<file path="config.mk">
export PLATFORM = sky130hd
export DESIGN_NAME = audio_mem_scheduler
export DESIGN_NICKNAME = d
export VERILOG_FILES = /design/src/rtl/audio_mem_scheduler_pkg.sv /design/src/rtl/audio_mem_scheduler_edge_detect.sv /design/src/rtl/audio_mem_scheduler.sv
export SDC_FILE = /design/constraint.sdc
export NUM_CORES = 1
export LEC_CHECK = 0
export CAP_MARGIN = 0
export CORE_ASPECT_RATIO = 1.2
export CORE_MARGIN = 5
export CORE_UTILIZATION = 32
export DETAILED_ROUTE_END_ITERATION = 10
export GPL_ROUTABILITY_DRIVEN = 0
export GPL_TIMING_DRIVEN = 0
export PLACE_DENSITY = 0.78
export SLEW_MARGIN = 20
export SYNTH_ARGS = -nofsm -noshare
export SYNTH_HDL_FRONTEND = slang
export SYNTH_HIERARCHICAL = 1
export SYNTH_SLANG_ARGS = --single-unit
</file>
<file path="constraint.sdc">
create_clock -name big_clk -period 2.1 [get_ports big_clk]
set_clock_uncertainty 0.2 [all_clocks]
set_input_delay 0.42 -clock big_clk [delete_from_list [all_inputs] [get_ports big_clk]]
set_output_delay 0.42 -clock big_clk [all_outputs]
set_load 0.01 [all_outputs]
</file>
<file path="src/rtl/audio_mem_scheduler_pkg.sv">
// audio_mem_scheduler_pkg: shared state encoding and parameter defaults for the audio memory scheduler
package audio_mem_scheduler_pkg;
  localparam int AMS_ADDR_W  = 10;
  localparam int AMS_GAP_CYC = 2;
  typedef enum logic [1:0] {ST_IDLE, ST_GAP, ST_RECORD, ST_PLAY} state_t;
endpackage

</file>
<file path="src/rtl/audio_mem_scheduler_edge_detect.sv">
// edge_detect: flags a 0->1 transition of a synchronised level against its registered copy
module edge_detect (
  input  logic big_clk,
  input  logic reset,
  input  logic btn,
  output logic rise
);
  logic q;
  // previous-cycle copy of the button level
  always_ff @(posedge big_clk or negedge reset)
    if (!reset) q <= 1'b0;
    else q <= btn;
  assign rise = btn & ~q;
endmodule

</file>
<file path="src/rtl/audio_mem_scheduler.sv">
// audio_mem_scheduler: arbitrates a shared sample memory between recorder and player with a guard gap
module audio_mem_scheduler
  import audio_mem_scheduler_pkg::*;
#(
  parameter int ADDR_W  = AMS_ADDR_W,
  parameter int GAP_CYC = AMS_GAP_CYC
) (
  input  logic              big_clk,
  input  logic              reset,
  input  logic              record_btn,
  input  logic              play_btn,
  input  logic              rec_done,
  input  logic [3:0]        rec_we,
  input  logic [ADDR_W-1:0] rec_addr,
  input  logic [31:0]       rec_wdata,
  input  logic [ADDR_W-1:0] play_addr,
  output logic              rec_start,
  output logic              play_start,
  output logic              play_abort,
  output logic [ADDR_W-1:0] mem_addr,
  output logic [3:0]        mem_we,
  output logic [31:0]       mem_wdata,
  output logic [ADDR_W-1:0] rec_len,
  output logic              rec_valid,
  output logic              busy
);
  localparam int CW = $clog2(GAP_CYC + 1);
  logic rec_edge, play_edge, fresh, gap_done;
  state_t st, nxt, tgt, tgt_nxt;
  logic [CW-1:0] cnt, cnt_nxt;
  edge_detect u_rec_edge (.big_clk(big_clk), .reset(reset), .btn(record_btn), .rise(rec_edge));
  edge_detect u_play_edge (.big_clk(big_clk), .reset(reset), .btn(play_btn), .rise(play_edge));
  assign gap_done = cnt == CW'(GAP_CYC - 1);
  // state, gap target, gap counter and entry marker
  always_ff @(posedge big_clk or negedge reset)
    if (!reset) begin
      st    <= ST_IDLE;
      tgt   <= ST_RECORD;
      cnt   <= '0;
      fresh <= 1'b0;
    end else begin
      st    <= nxt;
      tgt   <= tgt_nxt;
      cnt   <= cnt_nxt;
      fresh <= nxt != st;
    end
  // next-state selection; record requests always win over play requests
  always_comb begin
    nxt     = st;
    tgt_nxt = tgt;
    cnt_nxt = cnt;
    case (st)
      ST_IDLE:
        if (rec_edge || (play_edge && rec_valid)) begin
          nxt     = ST_GAP;
          tgt_nxt = rec_edge ? ST_RECORD : ST_PLAY;
          cnt_nxt = '0;
        end
      ST_GAP:
        if (rec_edge && tgt == ST_PLAY) begin
          tgt_nxt = ST_RECORD;
          cnt_nxt = '0;
        end else if (gap_done) nxt = tgt;
        else cnt_nxt = cnt + 1'b1;
      ST_RECORD:
        if (rec_done) nxt = ST_IDLE;
      ST_PLAY:
        if (rec_edge) begin
          nxt     = ST_GAP;
          tgt_nxt = ST_RECORD;
          cnt_nxt = '0;
        end else if (play_addr == rec_len) nxt = ST_IDLE;
      default: nxt = ST_IDLE;
    endcase
  end
  // recording extent: cleared on entry to RECORD, grown by every write
  always_ff @(posedge big_clk or negedge reset)
    if (!reset) begin
      rec_len   <= '0;
      rec_valid <= 1'b0;
    end else if (st == ST_GAP && nxt == ST_RECORD) begin
      rec_len   <= '0;
      rec_valid <= 1'b0;
    end else if (st == ST_RECORD && rec_we != 4'h0) begin
      rec_valid <= 1'b1;
      if (rec_addr > rec_len) rec_len <= rec_addr;
    end
  // pulses and memory mux decoded from the current state
  always_comb begin
    busy       = st != ST_IDLE;
    rec_start  = st == ST_RECORD && fresh;
    play_start = st == ST_PLAY && fresh;
    play_abort = st == ST_PLAY && (rec_edge || play_addr == rec_len);
    mem_addr   = st == ST_RECORD ? rec_addr : st == ST_PLAY ? play_addr : '0;
    mem_we     = st == ST_RECORD ? rec_we : 4'h0;
    mem_wdata  = st == ST_RECORD ? rec_wdata : 32'h0;
  end
endmodule

</file>
=== After elaboration in Yosys (flattened, before gate mapping) ===
Index checks and enable logic that the tools add are counted.

* Bits in registers: 20
* Latch bits: 0
* Memory bits (writable): 0
* Bits in read-only memories: 0
* Input bits: 61
* Output and inout port bits: 61
* Word-level logic and storage cells: 70
* Memories: 0

* Add/subtract/negate cells: 1
* Multiply operators: 0
* Divide/modulo/power cells: 0
* Magnitude comparators: 1
* Equal/unequal tests: 12
* Shift-type cells: 0
* Muxes and demuxes: 26
* Bitwise gates (word level): 4
* Reductions and logical operators: 18

{| class="wikitable"
|+ Operators by type and width
! kind !! count
|-
| $mux W10 || 5
|-
| $mux W32 || 1
|-
| $mux W2 || 13
|-
| $pmux W2 S3 || 2
|-
| $eq A10 B10 Y1 || 1
|-
| $gt A10 B10 Y1 || 1
|-
| $eq A2 B2 Y1 const B || 4
|-
| $pmux W2 S4 || 1
|-
| $reduce_and A4 Y1 || 2
|-
| $logic_and A1 B1 Y1 || 7
|-
| $ne A2 B2 Y1 const B || 3
|-
| $reduce_bool A2 Y1 || 3
|-
| $eq A2 B1 Y1 const B || 2
|-
| $mux W4 || 1
|-
| $reduce_bool A4 Y1 || 1
|-
| $mux W1 || 3
|-
| $ne A3 B3 Y1 const B || 1
|-
| $reduce_bool A3 Y1 || 1
|-
| $add A2 B1 Y2 const B || 1
|-
| $and A1 B1 Y1 || 2
|-
| $logic_not A2 Y1 || 1
|-
| $logic_or A1 B1 Y1 || 2
|-
| $ne A2 B2 Y1 || 1
|-
| $not A1 Y1 || 2
|-
| $reduce_and A2 Y1 || 1
|}

=== Longest topological paths before layout ===
* Word-level depth: 10
* Gate-level depth with buffers: 8
* Depth with buffers taken out: 7

=== Modules after synthesis ===
Netlist, hierarchy kept.

{| class="wikitable"
|+ Modules (own cells, without submodules)
! module !! instances !! cells each !! area each (um2) !! seq. area each (um2)
|-
| audio_mem_scheduler || 1 || 203 || 1646.6 || 425.4
|-
| edge_detect || 2 || 2 || 38.8 || 25.0
|}

=== Worst setup path before layout ===
No wires, ideal clock.

* Kind: register -> register
* From: register rec_len[9]
* To: register rec_len[1]
* Data arrival time: 1.780 ns
* Data required time: 1.763 ns
* Setup slack: -0.017 ns
* Cell stages (with the launch flop): 9
* Path buffers: 1
* Clock period less this slack: 2.117 ns
* Cells stage by stage: dfrtp_1 > inv_1 > ha_1 > and4_4 > and3_4 > a221o_2 > buf_4 > nand3_1 > a21oi_1

* Word-level cells in the longest chain between the ends: 8
* Elaborated cells between the ends (all ways): 11
* Classes of those cells: order compare (1); eq/ne (2); mux (4); reduce/logical (4)

{| class="wikitable"
|+ Ends and longest elaborated chain
! item !! line !! source
|-
| from (decl) || audio_mem_scheduler.sv:23 || <nowiki>output logic [ADDR_W-1:0] rec_len,</nowiki>
|-
| from (signal assigned) || audio_mem_scheduler.sv:86 || <nowiki>if (rec_addr > rec_len) rec_len <= rec_addr;</nowiki>
|-
| $eq A10 B10 Y1 || audio_mem_scheduler.sv:72 || <nowiki>end else if (play_addr == rec_len) nxt = ST_IDLE;</nowiki>
|-
| $mux W2 || audio_mem_scheduler.sv:72 ||
|-
| $mux W2 || audio_mem_scheduler.sv:68 || <nowiki>if (rec_edge) begin</nowiki>
|-
| $pmux W2 S4 || audio_mem_scheduler.sv:52 || <nowiki>case (st)</nowiki>
|-
| $eq A2 B2 Y1 || audio_mem_scheduler.sv:81 || <nowiki>end else if (st == ST_GAP && nxt == ST_RECORD) begin</nowiki>
|-
| $logic_and A1 B1 Y1 || audio_mem_scheduler.sv:81 ||
|-
| $reduce_bool A2 Y1 (no line) || n/a ||
|-
| $reduce_and A2 Y1 (no line) || n/a ||
|}

Several ways; a longest one is shown, not always the timed one.
A chain may end at the register's enable or synchronous reset.

=== Final worst setup path ===
* From: register rec_len[5]
* To: output port play_abort

* Word-level cells in the longest chain between the ends: 3

{| class="wikitable"
|+ Ends and longest elaborated chain
! item !! line !! source
|-
| $eq A10 B10 Y1 || audio_mem_scheduler.sv:93 || <nowiki>play_abort = st == ST_PLAY && (rec_edge || play_addr == rec_len);</nowiki>
|-
| $logic_or A1 B1 Y1 || audio_mem_scheduler.sv:93 ||
|-
| $logic_and A1 B1 Y1 || audio_mem_scheduler.sv:93 ||
|-
| to (decl) || audio_mem_scheduler.sv:19 || <nowiki>output logic play_abort,</nowiki>
|}

Every way passes these cells.

==> impl_metrics.json <==
{
  "routed-via-count": 2280,
  "nNetsFinal": 436,
  "p_per_area_nw_per_um2": 1060,
  "ys_top_cells_by_area": "dfrtp_1 (28%), and2_1 (13%), ha_1 (8.0%), mux2i_1 (5.8%), a21oi_1 (4.4%)",
  "p_leak_nw": 1.70,
  "drc": 0,
  "dp_hpwl_um": 5450,
  "async_flop_share_pct": 100,
  "min_path_type": "reg2reg",
  "cts.sinks": 19,
  "p_int_mw": 2.31,
  "port_buffers": 121,
  "p_total_mw": 4.00,
  "p_clk_share_pct": 6.8,
  "cts_max_level": 1,
  "timing.rr.start": "rec_len[9]",
  "drtIter0Drc": 101,
  "core_area_um2": 5260,
  "nFillCells": 389,
  "ys_warn_count": 6,
  "wl_um": 8180,
  "end_kind": "primary output",
  "cts_buffer_depth": 2,
  "top_layer": "met4",
  "synth-edff-count": 0,
  "r2r_end": "rec_len[0]",
  "drive_above_1_share_pct": 46.6,
  "synth_top_area_share_pct": 27.6,
  "vdd_ir_drop_max_mv": 0.536,
  "arrival_ps": 1720,
  "initial_core_util_pct": 32.8,
  "status": "finished with violations",
  "route.detailed.wl_per_inst_um": 19.2,
  "grt_usage_pct": 20.3,
  "postPlaceCellArea_um2": 3040,
  "path_class": "reg2out",
  "synth_top_area_cell": "dfrtp_1",
  "final_area_um2": 3760,
  "wl_met1_um": 3210,
  "stdcell_count": 425,
  "synth_cells": 207,
  "whs_path_depth": 2,
  "hold_end": "cnt[1]",
  "start_kind": "register",
  "cap_viol_max_count": 0,
  "fin_crit_sh_pct": 111,
  "syn_area_um2": 1720,
  "synth_ff_type": "dfrtp_1",
  "pwr-share-seq_pct": 16.3,
  "wl_met2_um": 3890,
  "reg2reg_slack_ps": -140,
  "switching_share_pct": 42.3,
  "cts_tree": "yes",
  "grt_pass1_vias": 2221,
  "firstDrtPassIters": 4,
  "antenna_found_initial": 0,
  "syn2layout_area_growth_pct": 118,
  "synth-seq-area-share_pct": 27.6,
  "synth_common_cells": "and2_1 (37), dfrtp_1 (19), inv_1 (17)",
  "dp_slack_ps": -987,
  "ios": 122,
  "relSlewSlack_pct": 38.4,
  "syn_avg_cell_area_um2": 8.33,
  "die_h_um": 90.4,
  "worstMarginPinSlew_ps": 922,
  "clock_latency_ps": 270,
  "worst_slack_ps": -235,
  "numCtsBuffers": 3,
  "final_util_pct": 71.5,
  "slew_violations": 0,
  "synth_cell_types": 39,
  "diodes": 0,
  "rsz0062_at_grt": "true",
  "cts_root_buf": "clkbuf_8",
  "p_comb_share_pct": 76.9,
  "crit_fanout": 4,
  "synth_nets": 279,
  "placedCellCount": 390,
  "grt_max_degree": 20,
  "min_from": "cnt[1]",
  "yosysMostFrequentCell": "and2_1",
  "max_freq_mhz": 428,
  "viasPerCell": 5.36,
  "num_rows": 29,
  "worstPathRequired_ps": 1480,
  "finalSetupViolCount": 25,
  "grt_overflow_total": 0,
  "p_sw_mw": 1.69,
  "wl_met3_um": 852,
  "clk_pin_slew_worst_paths_ps": 80,
  "grt_pass1_wl_um": 11400,
  "die_area_um2": 6960,
  "finalHoldViolCount": 0,
  "ys_ff_latch": 19,
  "rr_worst_depth": 10,
  "dieWidth_um": 77.0,
  "fin_crit_ps": 2340,
  "ant_nets": 0,
  "violations": "negative setup slack"
}
-- power by group through the flow --
stage / combinational, mW / sequential, mW / clock (mW)
finish: 3.07 / 0.650 / 0.272
floorplan: 1.07 / 0.661 / 0
detailed placement: 2.02 / 0.648 / 0
CTS: 2.43 / 0.620 / 0.267
global placement: 1.98 / 0.640 / 0
global route: 3.26 / 0.661 / 0.284
-- final cells by class --
class	instances	area [µm²]	share of cell area, %
multi-input combinational	161	1500	39.9
tap	62	77.6	2.06
inverter	17	71.3	1.90
sequential	19	478	12.7
buffer	10	143	3.79
timing repair buffer	152	1450	38.4
clock buffer	4	45.0	1.20
-- kinds of logic (layout without fill, tap and decap cells) --
family                   after synthesis  count (layout)  share of synthesized area, %
AND/OR/NAND/NOR                       83              83                          29.0
AO/OA/AOI/OAI                         46              47                          18.1
buffers and inverters                 28             183                          6.46
flip-flops                            19              19                          27.6
adder cells (fa/ha/maj)               11              11                          7.98
XOR/XNOR                              10              10                          5.08
multiplexers                          10              10                          5.81
-- stage by stage --
step | hold slack (ps) | TNS, ps
4_1_cts | 290 | -731
3_3_place_gp | 269 | -18620
3_5_place_dp | 275 | -20460
5_1_grt | 306 | -3320
2_1_floorplan | -75.6 | 0
6_report | 291 | -1930
-- placed cells by master, fill, tap and decap left out, types with 6 or more instances in the layout --
master,count
a21oi_1,6
a21oi_2,9
and2_1,16
and2_4,21
buf_2,9
buf_4,14
buf_6,34
clkbuf_2,19
clkdlybuf4s50_1,54
dfrtp_1,17
dlygate4sd2_1,13
ha_4,7
inv_1,12
mux2i_1,9
nand2_1,8
nor2b_1,10
o21ai_1,7
-- what timing repair did --
item / 4_1_cts / 5_1_grt
buffers inserted: 18 / 10
resized for setup: 216 / 138
hold buffers: 0 / 0
endpoints found under the hold margin: 0 / 0
setup endpoints to repair: 60 / 59
pin swaps: 27 / 29
cloned: 1 / 3
-- worst max-delay path, stage by stage, from the launching register on --
cell	delay, ps
dfrtp_2	450
xnor2_2	160
nand4_1	180
nor4_4	330
o211a_1	210
buf_6	110
-- how the worst max path moves through the flow --
stage	end	slack (ps)	cells after the start	from
6_report	play_abort	-240	5	rec_len[5]
5_1_grt	play_abort	-320	5	rec_len[5]
3_3_place_gp	play_abort	-960	6	play_addr[3]
4_1_cts	play_abort	-290	5	rec_len[6]
2_1_floorplan	rec_len[1]	10	8	rec_len[8]
3_5_place_dp	play_abort	-990	6	play_addr[3]
-- registers in the layout, indices dropped and copies added (netlist names) --
register,cells
rec_len,10
fresh,1
cnt,2
u_play_edge/q,1
rec_valid,1
tgt,1
u_rec_edge/q,1
st,2
-- metal layers --
| layer | global-route usage (%) | up-vias |
|---|---|---|
| met4 | 7.16 | 0 |
| met2 | 34.2 | 139 |
| met1 | 23.4 | 1096 |
| met5 | 0 | - |
| met3 | 7.39 | 18 |
| li1 | - | 1027 |
(Power assumes the default switching activity.)
